## src/rtl/mem_access_ctrl.sv

```systemverilog
// -----------------------------------------------------------------------------
// mem_access_ctrl
//
// Single-outstanding request/response controller in front of a 4K x 16
// single-port RAM with a combinational read output.
// A request is accepted in IDLE. A write spends one cycle in WRITE. A read
// spends 1+RD_WAIT cycles in READ, and RAM_Q is registered on the last of
// those cycles. The response is then held in RESP until the requester takes it.
//
// Parameters
//   RD_WAIT   extra read-hold cycles (0..7) before RAM_Q is sampled
//   WP_LIMIT  first writable word address (only with MEMCTL_WP_EN)
//
// Ports
//   CLK, RST                        clock (rising edge); async active-high reset
//   REQ_VALID/REQ_READY             request handshake
//   REQ_WE, REQ_ADDR, REQ_DATA      request: 1=write, word address, write data
//   RSP_VALID/RSP_READY             response handshake
//   RSP_DATA, RSP_ERR               read data or echoed write data; write refused
//   RAM_ADDR, RAM_D                 RAM address / write data
//   RAM_W, RAM_R, RAM_E             RAM write, read and enable strobes
//   RAM_Q                           RAM read data (valid while RAM_R & RAM_E)
//
// Optional feature
//   MEMCTL_WP_EN  when defined, writes below WP_LIMIT are refused. The RAM is
//                 left untouched, and RSP_ERR=1 with RSP_DATA=0 is returned
//                 after the same latency as a normal write.
// -----------------------------------------------------------------------------
module mem_access_ctrl #(
    parameter int unsigned RD_WAIT  = 0,
    parameter logic [11:0] WP_LIMIT = 12'h100
) (
    input  logic        CLK,
    input  logic        RST,
    input  logic        REQ_VALID,
    output logic        REQ_READY,
    input  logic        REQ_WE,
    input  logic [11:0] REQ_ADDR,
    input  logic [15:0] REQ_DATA,
    output logic        RSP_VALID,
    input  logic        RSP_READY,
    output logic [15:0] RSP_DATA,
    output logic        RSP_ERR,
    output logic [11:0] RAM_ADDR,
    output logic [15:0] RAM_D,
    output logic        RAM_W,
    output logic        RAM_R,
    output logic        RAM_E,
    input  logic [15:0] RAM_Q
);

    typedef enum logic [1:0] {
        S_IDLE  = 2'd0,
        S_WRITE = 2'd1,
        S_READ  = 2'd2,
        S_RESP  = 2'd3
    } state_t;

    // Value of the wait counter on the final READ cycle.
    localparam logic [2:0] RD_LAST = RD_WAIT[2:0];

    state_t      state_q,     state_d;
    logic [2:0]  cnt_q,       cnt_d;
    logic [11:0] addr_q,      addr_d;
    logic [15:0] wdata_q,     wdata_d;
    logic [15:0] rsp_data_q,  rsp_data_d;
    logic        rsp_err_q,   rsp_err_d;
    logic        rsp_valid_q, rsp_valid_d;
    logic        ram_e_q,     ram_e_d;
    logic        ram_w_q,     ram_w_d;
    logic        ram_r_q,     ram_r_d;

    // wp_req: incoming write targets the protected region.
    // wp_hit: latched write in WRITE targets the protected region.
    logic        wp_req;
    logic        wp_hit;

`ifdef MEMCTL_WP_EN
    assign wp_req  = REQ_ADDR < WP_LIMIT;
    assign wp_hit  = addr_q < WP_LIMIT;
    assign RSP_ERR = rsp_err_q;
`else
    assign wp_req  = 1'b0;
    assign wp_hit  = 1'b0;
    assign RSP_ERR = 1'b0;
    logic unused_cfg;
    assign unused_cfg = ^{WP_LIMIT, rsp_err_q};
`endif

    // RAM strobes are registered copies of the next-state decode. They are
    // therefore glitch-free, and the async reset clears them immediately, so
    // a write interrupted by reset never commits.
    always_comb begin
        state_d     = state_q;
        cnt_d       = cnt_q;
        addr_d      = addr_q;
        wdata_d     = wdata_q;
        rsp_data_d  = rsp_data_q;
        rsp_err_d   = rsp_err_q;
        rsp_valid_d = 1'b0;
        ram_e_d     = 1'b0;
        ram_w_d     = 1'b0;
        ram_r_d     = 1'b0;

        case (state_q)
            S_IDLE: begin
                if (REQ_VALID) begin
                    addr_d  = REQ_ADDR;
                    wdata_d = REQ_DATA;
                    cnt_d   = 3'd0;
                    if (REQ_WE) begin
                        state_d = S_WRITE;
                        // A refused write still passes through WRITE so that
                        // its latency matches a normal write.
                        ram_e_d = !wp_req;
                        ram_w_d = !wp_req;
                    end else begin
                        state_d = S_READ;
                        ram_e_d = 1'b1;
                        ram_r_d = 1'b1;
                    end
                end
            end

            S_WRITE: begin
                state_d     = S_RESP;
                rsp_valid_d = 1'b1;
                rsp_data_d  = wp_hit ? 16'h0000 : wdata_q;
                rsp_err_d   = wp_hit;
            end

            S_READ: begin
                if (cnt_q == RD_LAST) begin
                    state_d     = S_RESP;
                    rsp_valid_d = 1'b1;
                    rsp_data_d  = RAM_Q;
                    rsp_err_d   = 1'b0;
                end else begin
                    cnt_d   = cnt_q + 3'd1;
                    ram_e_d = 1'b1;
                    ram_r_d = 1'b1;
                end
            end

            S_RESP: begin
                if (RSP_READY) begin
                    state_d = S_IDLE;
                end else begin
                    rsp_valid_d = 1'b1;
                end
            end

            default: begin
                state_d = S_IDLE;
            end
        endcase
    end

    always_ff @(posedge CLK or posedge RST) begin
        if (RST) begin
            state_q     <= S_IDLE;
            cnt_q       <= 3'd0;
            addr_q      <= 12'h000;
            wdata_q     <= 16'h0000;
            rsp_data_q  <= 16'h0000;
            rsp_err_q   <= 1'b0;
            rsp_valid_q <= 1'b0;
            ram_e_q     <= 1'b0;
            ram_w_q     <= 1'b0;
            ram_r_q     <= 1'b0;
        end else begin
            state_q     <= state_d;
            cnt_q       <= cnt_d;
            addr_q      <= addr_d;
            wdata_q     <= wdata_d;
            rsp_data_q  <= rsp_data_d;
            rsp_err_q   <= rsp_err_d;
            rsp_valid_q <= rsp_valid_d;
            ram_e_q     <= ram_e_d;
            ram_w_q     <= ram_w_d;
            ram_r_q     <= ram_r_d;
        end
    end

    // Ready is held low for as long as reset is asserted. It rises as soon
    // as reset is released, because the state is already IDLE.
    assign REQ_READY = (state_q == S_IDLE) && !RST;
    assign RSP_VALID = rsp_valid_q;
    assign RSP_DATA  = rsp_data_q;
    assign RAM_ADDR  = addr_q;
    assign RAM_D     = wdata_q;
    assign RAM_E     = ram_e_q;
    assign RAM_W     = ram_w_q;
    assign RAM_R     = ram_r_q;

endmodule

```

## config.mk

```make
export PLATFORM = sky130hd
export DESIGN_NAME = mem_access_ctrl
export DESIGN_NICKNAME = d
export VERILOG_FILES = /design/src/rtl/mem_access_ctrl.sv
export SDC_FILE = /design/constraint.sdc
export NUM_CORES = 1
export LEC_CHECK = 0
export ABC_AREA = 1
export BUFFER_PORTS_ARGS = -buffer_cell sky130_fd_sc_hd__buf_2
export CORE_AREA = 2 2 79 81
export CTS_BUF_LIST = sky130_fd_sc_hd__clkbuf_4
export DETAILED_ROUTE_END_ITERATION = 10
export DIE_AREA = 0 0 81 83
export GPL_ROUTABILITY_DRIVEN = 0
export PLACE_DENSITY = 0.73
export REMOVE_ABC_BUFFERS = 1
export SYNTH_ARGS = -nofsm -noshare
export SYNTH_HDL_FRONTEND = slang
export SYNTH_SLANG_ARGS = --single-unit
```

## constraint.sdc

```tcl
create_clock -name CLK -period 3.4 [get_ports CLK]
set_clock_uncertainty 0.05 [all_clocks]
set_input_delay 0.17 -clock CLK [delete_from_list [all_inputs] [get_ports CLK]]
set_output_delay 0.17 -clock CLK [all_outputs]
set_load 0.05 [all_outputs]
```

Word-level counts from Yosys, hierarchy flattened --
Index checks and enable logic that the tools add are counted.
Operators by class: multiplexer cells 22, $add $sub $neg 1, reduce and logical (&&, ||, !) cells 10, eq/ne operators 7
Operator list (number):
- $pmux W16 S2 | 1
- $mux W16 | 1
- $mux W1 | 9
- $mux W2 | 4
- $ne A2 B2 Y1 const B | 4
- $pmux W2 S4 | 1
- $mux W3 | 2
- $pmux W3 S2 | 1
- $reduce_and A3 Y1 | 2
- $eq A2 B2 Y1 const B | 2
- $pmux W1 S2 | 2
- $reduce_and A2 Y1 | 2
- $reduce_bool A2 Y1 | 2
- $add A3 B1 Y3 const B | 1
- $logic_not A3 Y1 | 1
- $pmux W1 S3 | 1
- $eq A2 B1 Y1 const B | 1
- $logic_not A2 Y1 | 1
- $logic_and A1 B1 Y1 | 1
- $logic_not A1 Y1 | 1
Word-level totals: bits in registers 53, output and inout bits 50

Longest topological paths before layout --
Gate-level depths: netlist of run 1.
depth in word-level cells 3, depth in mapped cells 9

Worst setup path after synthesis of run 1 --
Ideal clock, no wire load.
path kind reg-to-output, from register state_q[0], to output port REQ_READY, stages on the path, launching flop included 5, required time 3180 ps, data arrival time 1384 ps, setup slack 1796 ps, buffers on the path 0, path through dfrtp_1 > inv_1 > ha_1 > inv_1 > nor2_1
Between the ends: word-level cells in the longest chain between the ends 2
RTL lines:
- from (decl) | RTL line 62 | state_t state_q, state_d;
- from (signal assigned) | RTL line 172 | state_q <= state_d;
- $logic_not A2 Y1 | RTL line 187 | assign REQ_READY = (state_q == S_IDLE) && !RST;
- $logic_and A1 B1 Y1 | RTL line 187
- to (decl) | RTL line 36 | output logic REQ_READY,
No other way between the ends.

Final worst setup path of run 1 --
from register state_q[0], to register cnt_q[2]
Between the ends: word-level cells in the longest chain between the ends 3, elaborated cells on any way between the ends 7
RTL lines:
- $eq A2 B2 Y1 / $logic_not A2 Y1 (equally long branches) | RTL line 105 | case (state_q)
- $ne A2 B2 Y1 (no line) / $reduce_bool A2 Y1 (equally long branches)
- $reduce_and A3 Y1 (no line)
- to (signal assigned) | RTL line 173 | cnt_q <= cnt_d;
- to (decl) | RTL line 63 | logic [2:0] cnt_q, cnt_d;
Parallel ways exist; a longest one is shown, timed or not. A chain may end at the register's enable or synchronous reset.

==> results of run 1 <==
-- where the power goes --
group	internal, mW	total [mW]	switching (mW)
logic	0.580	2.37	1.79
registers	0.921	1.10	0.184
clock network	0.0786	0.284	0.205
total	1.58	3.76	2.18
-- cells by family (layout without fill, tap and decap cells) --
| family | Yosys count | after routing | share of synthesized area, % |
|---|---|---|---|
| buffers and inverters | 36 | 153 | 8.57 |
| AOI/OAI and AO/OA | 9 | 9 | 1.81 |
| DFF | 53 | 53 | 51.9 |
| other | 1 | 1 | 0.147 |
| and+or+nand+nor | 211 | 211 | 34.7 |
| adders and majority gates | 6 | 6 | 2.94 |
-- how the worst min path moves through the flow --
stage                 from            to  slack [ps]  cells past startpoint
6_report               RST      cnt_q[2]          -8                      2
4_1_cts                RST  RSP_DATA[13]          30                      2
5_1_grt          RSP_READY     RSP_VALID          50                      4
2_1_floorplan  REQ_ADDR[0]   RAM_ADDR[0]         250                      2
3_3_place_gp   REQ_ADDR[2]   RAM_ADDR[2]         340                      3
3_5_place_dp   REQ_ADDR[4]   RAM_ADDR[4]         340                      3
-- flip-flops by register name, summed over array words and instances, names as in the netlist --
signal and count:
RAM_D 16, RSP_DATA 16, RAM_ADDR 12, cnt_q 3, state_q 2, RAM_E 1
RAM_R 1, RAM_W 1, RSP_VALID 1
-- layer usage --
metal  track usage (%)  vias to the layer above
met1              25.8                     1117
met3              5.43                        6
met2              35.8                       81
met4              5.86                        0
li1                  -                     1208
met5                 0                        -
-- cell type report --
type                       instances  area (um2)
clock buffer                       5        37.5
multi-input combinational        227        1010
fill                             559        2470
sequential                        53        1330
clock inverter                     3        17.5
tap                               75        93.8
inverter                          17        66.3
timing repair buffer             128         791
-- what timing repair did --
item,CTS,global route
endpoints found under the hold margin,29,0
endpoints found under the setup margin,0,0
hold buffers,29,0
setup buffers,0,0
-- cells in the final DEF, fill, tap and decap left out, types with 2 or more instances in the layout --
master / synthesis / routed
buf_4: 8 / 2
a21oi_1: 3 / 3
o21ai_0: 4 / 4
nand2_4: 2 / 2
buf_2: 5 / 97
inv_2: 1 / 2
dfrtp_1: 53 / 53
nand2_2: 3 / 3
nor2_1: 12 / 12
ha_1: 6 / 6
dlygate4sd3_1: 0 / 29
nand3_1: 47 / 47
clkinv_2: 0 / 2
inv_1: 15 / 14
nand2_1: 144 / 144
clkbuf_4: 0 / 5
-- per-stage QoR --
step	cell area, um2	worst slack (ps)	util, %
after global placement	3000	1530	51.5
after global routing	3340	1310	57.5
final	3340	1470	57.5
after floorplan	2400	1440	-
after CTS	3340	1460	57.5
after detailed placement	3000	1480	51.5
==> results.cfg, run 1 <==
[critical_path]
critical_path.most_common_cell = nand3_1
top_cell_family_by_delay_on_the_critical_path = simple AND/OR/NAND/NOR gates
worst-setup-path-type = reg -> reg
critPathMaxStageDelay_ps = 600
setup.worst_path.end_class = flop
timing.critical_path.depth = 5
critical_path.endpoint = cnt_q[2]
reg2regPathDepth = 5
worst_r2r_startpoint = state_q[0]
cell_by_cell_listing_of_the_critical_path = inv_1, ha_1, nand3_1, nand3_1, nand2_1
path_buf_inv = 1
worst-r2r-setup-slack_ps = 1470
slowest_stage_cell_on_the_critical_path = ha_1
timing.critical_path.fanout_max = 16
r2r-end = cnt_q[2]
crit_arrival_ps = 2160
critPathLaunchType = flop
startpoint = state_q[0]
cp_data_required_time_ps = 3630

[layout]
antenna_cells = 0
synthToLayoutAreaGrowth_pct = 30.8
final_cell_count_no_fill = 508
fraction_of_layout_cells_with_a_size_suffix_above_1_pct = 27.0
final_net_count = 487

[clocking]
tritoncts = done
clk_latency_ps = 380
clock_tree.htree_level_count = 2
cts_clk_pin_slew_worst_paths_ps = 160
number_of_buffers_added_by_the_clock_tree_synthesis_step = 5
cts_resizes = 0
clock-sinks = 53
cts-root-to-sink-buffers = 2
cts.root.buffer_cell = clkbuf_4

[route]
drt_drc_violations_left = 0
drt-total-wl_um = 6740
final_antenna_net_count = 0
top_layer_used_by_detailed_routing = met4
first_iter_violations = 128
via_count = 2412
met2WireLength_um = 3450
met1_wire_length_um = 2780
routed-wl-met3_um = 455
drtPass1Iterations = 4
wl_per_cell_um = 13.3
vias_per_cell = 4.75

[power]
ir_worst_vdd_uv = 517
report.power.total_mw = 3.76
power.leakage_nw = 1.96
pwr_per_cell_area_nw_per_um2 = 1130

[sta]
fin_tns_setup_ps = 0
drv_slew = 0
timing.final.setup_violations = 0
timing.final.crit_share_pct = 56.7
slew_headroom_pct = 28.5
min_period_ps = 1930
worstMarginPinSlew_ps = 1070
timing.hold.ws_ps = -7.91
fmaxAchievable_mhz = 519
grt_setup_unrepaired = no
report.final.hold_viol_count = 3

[run]
cap_violations = 0

[synth]
ys_types = 21
synth-main-ff-cell = dfrtp_1
sequential_share_of_the_synthesized_area_pct = 51.9
synth_cells = 316
synthTopCellsByCount = nand2_1 (144), dfrtp_1 (53), nand3_1 (47)
synth_async_sr_flop_share_pct = 100
synth_seq_cells = 53
syn-mean-instance-area_um2 = 8.09
synthMostInstantiatedCell = nand2_1
syn-cell-area_um2 = 2560
yosys-top-cells-area = dfrtp_1 (52%), nand2_1 (21%), nand3_1 (9.2%), ha_1 (2.9%), buf_6 (2.6%)
post-synth-top-area-fraction_pct = 51.9
synth-edff-count = 0
yosysTopAreaCell = dfrtp_1
yosysWarningCount = 0

[floorplanning]
die_area_um2 = 6720
floorplan.initialDensity_pct = 44.0
rows = 28
io-pin-count = 99
die_width_um = 81
die_height_um = 83
core_region_area_um2 = 5820

[global_routing]
grt_pass1_vias = 2362
grt-ovfl-total = 0
grt_antenna_before_repair = 0
grt_first_pass_wirelength_um = 11100
grt_start_max_net_pins = 54
grt_util_all_layers_pct = 21.0

[hold_path]
min-delay-path-class = in -> async

[placed_design]
buffer_ports.inserted = 97
hpwl_dp_um = 4380
dpl.cell_count = 471

[outcome]
failed_checks = hold timing
status = finished with violations
(Power assumes the default switching activity.)
==> inputs of run 2 (changes only) <==
--- a/config.mk
+++ b/config.mk
@@ -5,14 +5,14 @@
 export SDC_FILE = /design/constraint.sdc
 export NUM_CORES = 1
 export LEC_CHECK = 0
-export ABC_AREA = 1
+export ABC_AREA = 0
 export BUFFER_PORTS_ARGS = -buffer_cell sky130_fd_sc_hd__buf_2
-export CORE_AREA = 2 2 79 81
+export CORE_AREA = 2 2 77 79
 export CTS_BUF_LIST = sky130_fd_sc_hd__clkbuf_4
 export DETAILED_ROUTE_END_ITERATION = 10
-export DIE_AREA = 0 0 81 83
+export DIE_AREA = 0 0 79 81
 export GPL_ROUTABILITY_DRIVEN = 0
-export PLACE_DENSITY = 0.73
+export PLACE_DENSITY = 0.74
 export REMOVE_ABC_BUFFERS = 1
 export SYNTH_ARGS = -nofsm -noshare
 export SYNTH_HDL_FRONTEND = slang
==> constraint.sdc (replaced) <==
create_clock -name CLK -period 1.8 [get_ports CLK]
set_clock_uncertainty 0.05 [all_clocks]
set_input_delay 0.09 -clock CLK [delete_from_list [all_inputs] [get_ports CLK]]
set_output_delay 0.09 -clock CLK [all_outputs]
set_load 0.05 [all_outputs]
==> results.cfg, run 2 <==
[synth]
synth_cells = 166
post_synth_mux_area_share_pct = 30.9
main_combinational_cell_family_by_area_after_synthesis = multiplexers
synth_fa_ha_area_share_pct = 3.07
yosysTopAreaCell = dfrtp_1
synthTopCellsByCount = dfrtp_1 (53), mux2_2 (52), mux2_4 (10)
synthMostInstantiatedCell = dfrtp_1
synth_async_sr_flop_share_pct = 100
synth_seq_cells = 53
area_fraction_in_compound_gates_after_synthesis_pct = 3.02
area_fraction_in_and_or_nand_and_nor_cells_after_synthesis_pct = 4.04
yosys.area_share.xor_xnor_pct = 0
yosys-top-cells-area = dfrtp_1 (54%), mux2_2 (24%), mux2_4 (6.1%), ha_1 (3.1%), buf_6 (1.8%)
ys_types = 26
synth-main-ff-cell = dfrtp_1
yosysWarningCount = 0
post-synth-top-area-fraction_pct = 54.2
sequential_share_of_the_synthesized_area_pct = 54.2
syn-mean-instance-area_um2 = 14.7
syn-cell-area_um2 = 2450
synth-edff-count = 0

[route]
via_count = 1803
final_antenna_net_count = 0
drtPass1Iterations = 4
drt-total-wl_um = 5470
wl_per_cell_um = 14.2
first_iter_violations = 47
vias_per_cell = 4.68
drt_drc_violations_left = 0

[clocking]
clock-sinks = 53
number_of_buffers_added_by_the_clock_tree_synthesis_step = 5
clock_tree.htree_level_count = 2
cts-root-to-sink-buffers = 2
tritoncts = done
cts_clk_pin_slew_worst_paths_ps = 150
clk_latency_ps = 370
cts.root.buffer_cell = clkbuf_4

[layout]
synthToLayoutAreaGrowth_pct = 45.2
fraction_of_layout_cells_with_a_size_suffix_above_1_pct = 59.7
fin_util_pct = 62.6
final_cell_mix = buf_2 (96), dfrtp_1 (52), mux2_2 (52)
final_net_count = 364
mostFrequentLayoutCell = buf_2
antenna_cells = 0

[global_routing]
grt_antenna_before_repair = 0
grt_pass1_vias = 1751
grt_util_all_layers_pct = 16.7
grt_start_max_net_pins = 32
grt-ovfl-total = 0
grt_first_pass_wirelength_um = 8220

[floorplanning]
rows = 28
die_area_um2 = 6400
io-pin-count = 99
floorplan.initialDensity_pct = 43.1
die_width_um = 79
die_height_um = 81
core_region_area_um2 = 5680

[critical_path]
worst-setup-path-type = reg -> reg
top_cell_family_by_delay_on_the_critical_path = flip-flops
crit_arrival_ps = 1970
path_buf_inv = 2
critPathMaxStageDelay_ps = 430
timing.critical_path.fanout_max = 4
slowest_stage_cell_on_the_critical_path = dfrtp_1
cell_by_cell_listing_of_the_critical_path = inv_2, ha_1, a222oi_1, buf_4, mux2_2
cp_data_required_time_ps = 2020
critPathLaunchType = flop
setup.worst_path.end_class = flop

[outcome]
status = finished, final reports clean

[sta]
timing.final.setup_violations = 0
report.final.hold_viol_count = 0
min_period_ps = 1750
timing.final.crit_share_pct = 97.2
fmaxAchievable_mhz = 572
drv_slew = 0

[run]
cap_violations = 0

[hold_path]
min-delay-path-class = in -> reg

[placed_design]
hpwl_dp_um = 3530
buffer_ports.inserted = 97
## run 2: metrics by stage
| step | cells | worst slack, ps | setup TNS [ps] | instance area (um2) | hold WS [ps] |
|---|---|---|---|---|---|
| floorplan | 158 | -218 | -5980 | 2360 | 126 |
| global placement | 338 | 98.7 | 0 | 3050 | 106 |
| detailed placement | 338 | 37.4 | 0 | 3050 | 108 |
| CTS | 381 | 8.75 | 0 | 3480 | 0.783 |
| global route | 385 | -26.4 | -49.2 | 3550 | 7.09 |
| finish | 385 | 51.0 | 0 | 3550 | 23.6 |
## run 2: repair_timing
action | in CTS | in global routing
buffers inserted | 0 | 2
resized for setup | 0 | 11
hold endpoints to repair | 55 | 2
hold buffers | 35 | 2
setup endpoints to repair | 0 | 22
## run 2: final timing paths
kind	from	end	slack, ps	cells past startpoint
max	state_q[0]	state_q[0]	50	5
min	RAM_Q[15]	RSP_DATA[15]	20	3
max reg2reg	state_q[0]	state_q[0]	50	5
min reg2reg	RAM_ADDR[8]	RAM_ADDR[8]	470	1
max in group asynchronous	RST	state_q[1]	920	4
min in group asynchronous	RST	RAM_D[1]	230	3
## run 2: final cells by class
class	instances	area [um2]
fillers	437	2120
repair buffers	144	991
flip-flops and latches	53	1330
clock buffers	5	37.5
multi-input cells	97	1030
inverters	8	30.0
clock inverters	3	41.3
well taps	75	93.8
## run 2: kinds of logic (layout without fill, tap and decap cells)
family | count (synthesis) | count (layout)
other | 1 | 1
buffers and inverters | 16 | 160
AND/OR/NAND/NOR | 17 | 17
flip-flops | 53 | 53
multiplexers | 64 | 64
adder cells (fa/ha/maj) | 6 | 6
AO/OA/AOI/OAI | 9 | 9
## run 2: tightest hold or removal path, cell delays in order
cell	delay (ps)
buf_2	70
mux2_2	120
mux2_2	130
## run 2: layer usage
| metal | wire length (um) | share of wire [%] | up-vias | global-route usage, % |
|---|---|---|---|---|
| met4 | 61 | 1.1 | 0 | 4.66 |
| met1 | 2320 | 42 | 876 | 20.6 |
| met3 | 282 | 5.2 | 5 | 3.89 |
| met5 | 0 | 0 | - | 0 |
| li1 | - | - | 864 | - |
| met2 | 2800 | 51 | 58 | 29.7 |
Power of run 2 is not shown: default switching activity piles up to over one toggle a cycle in this logic, so the estimate is an artifact.
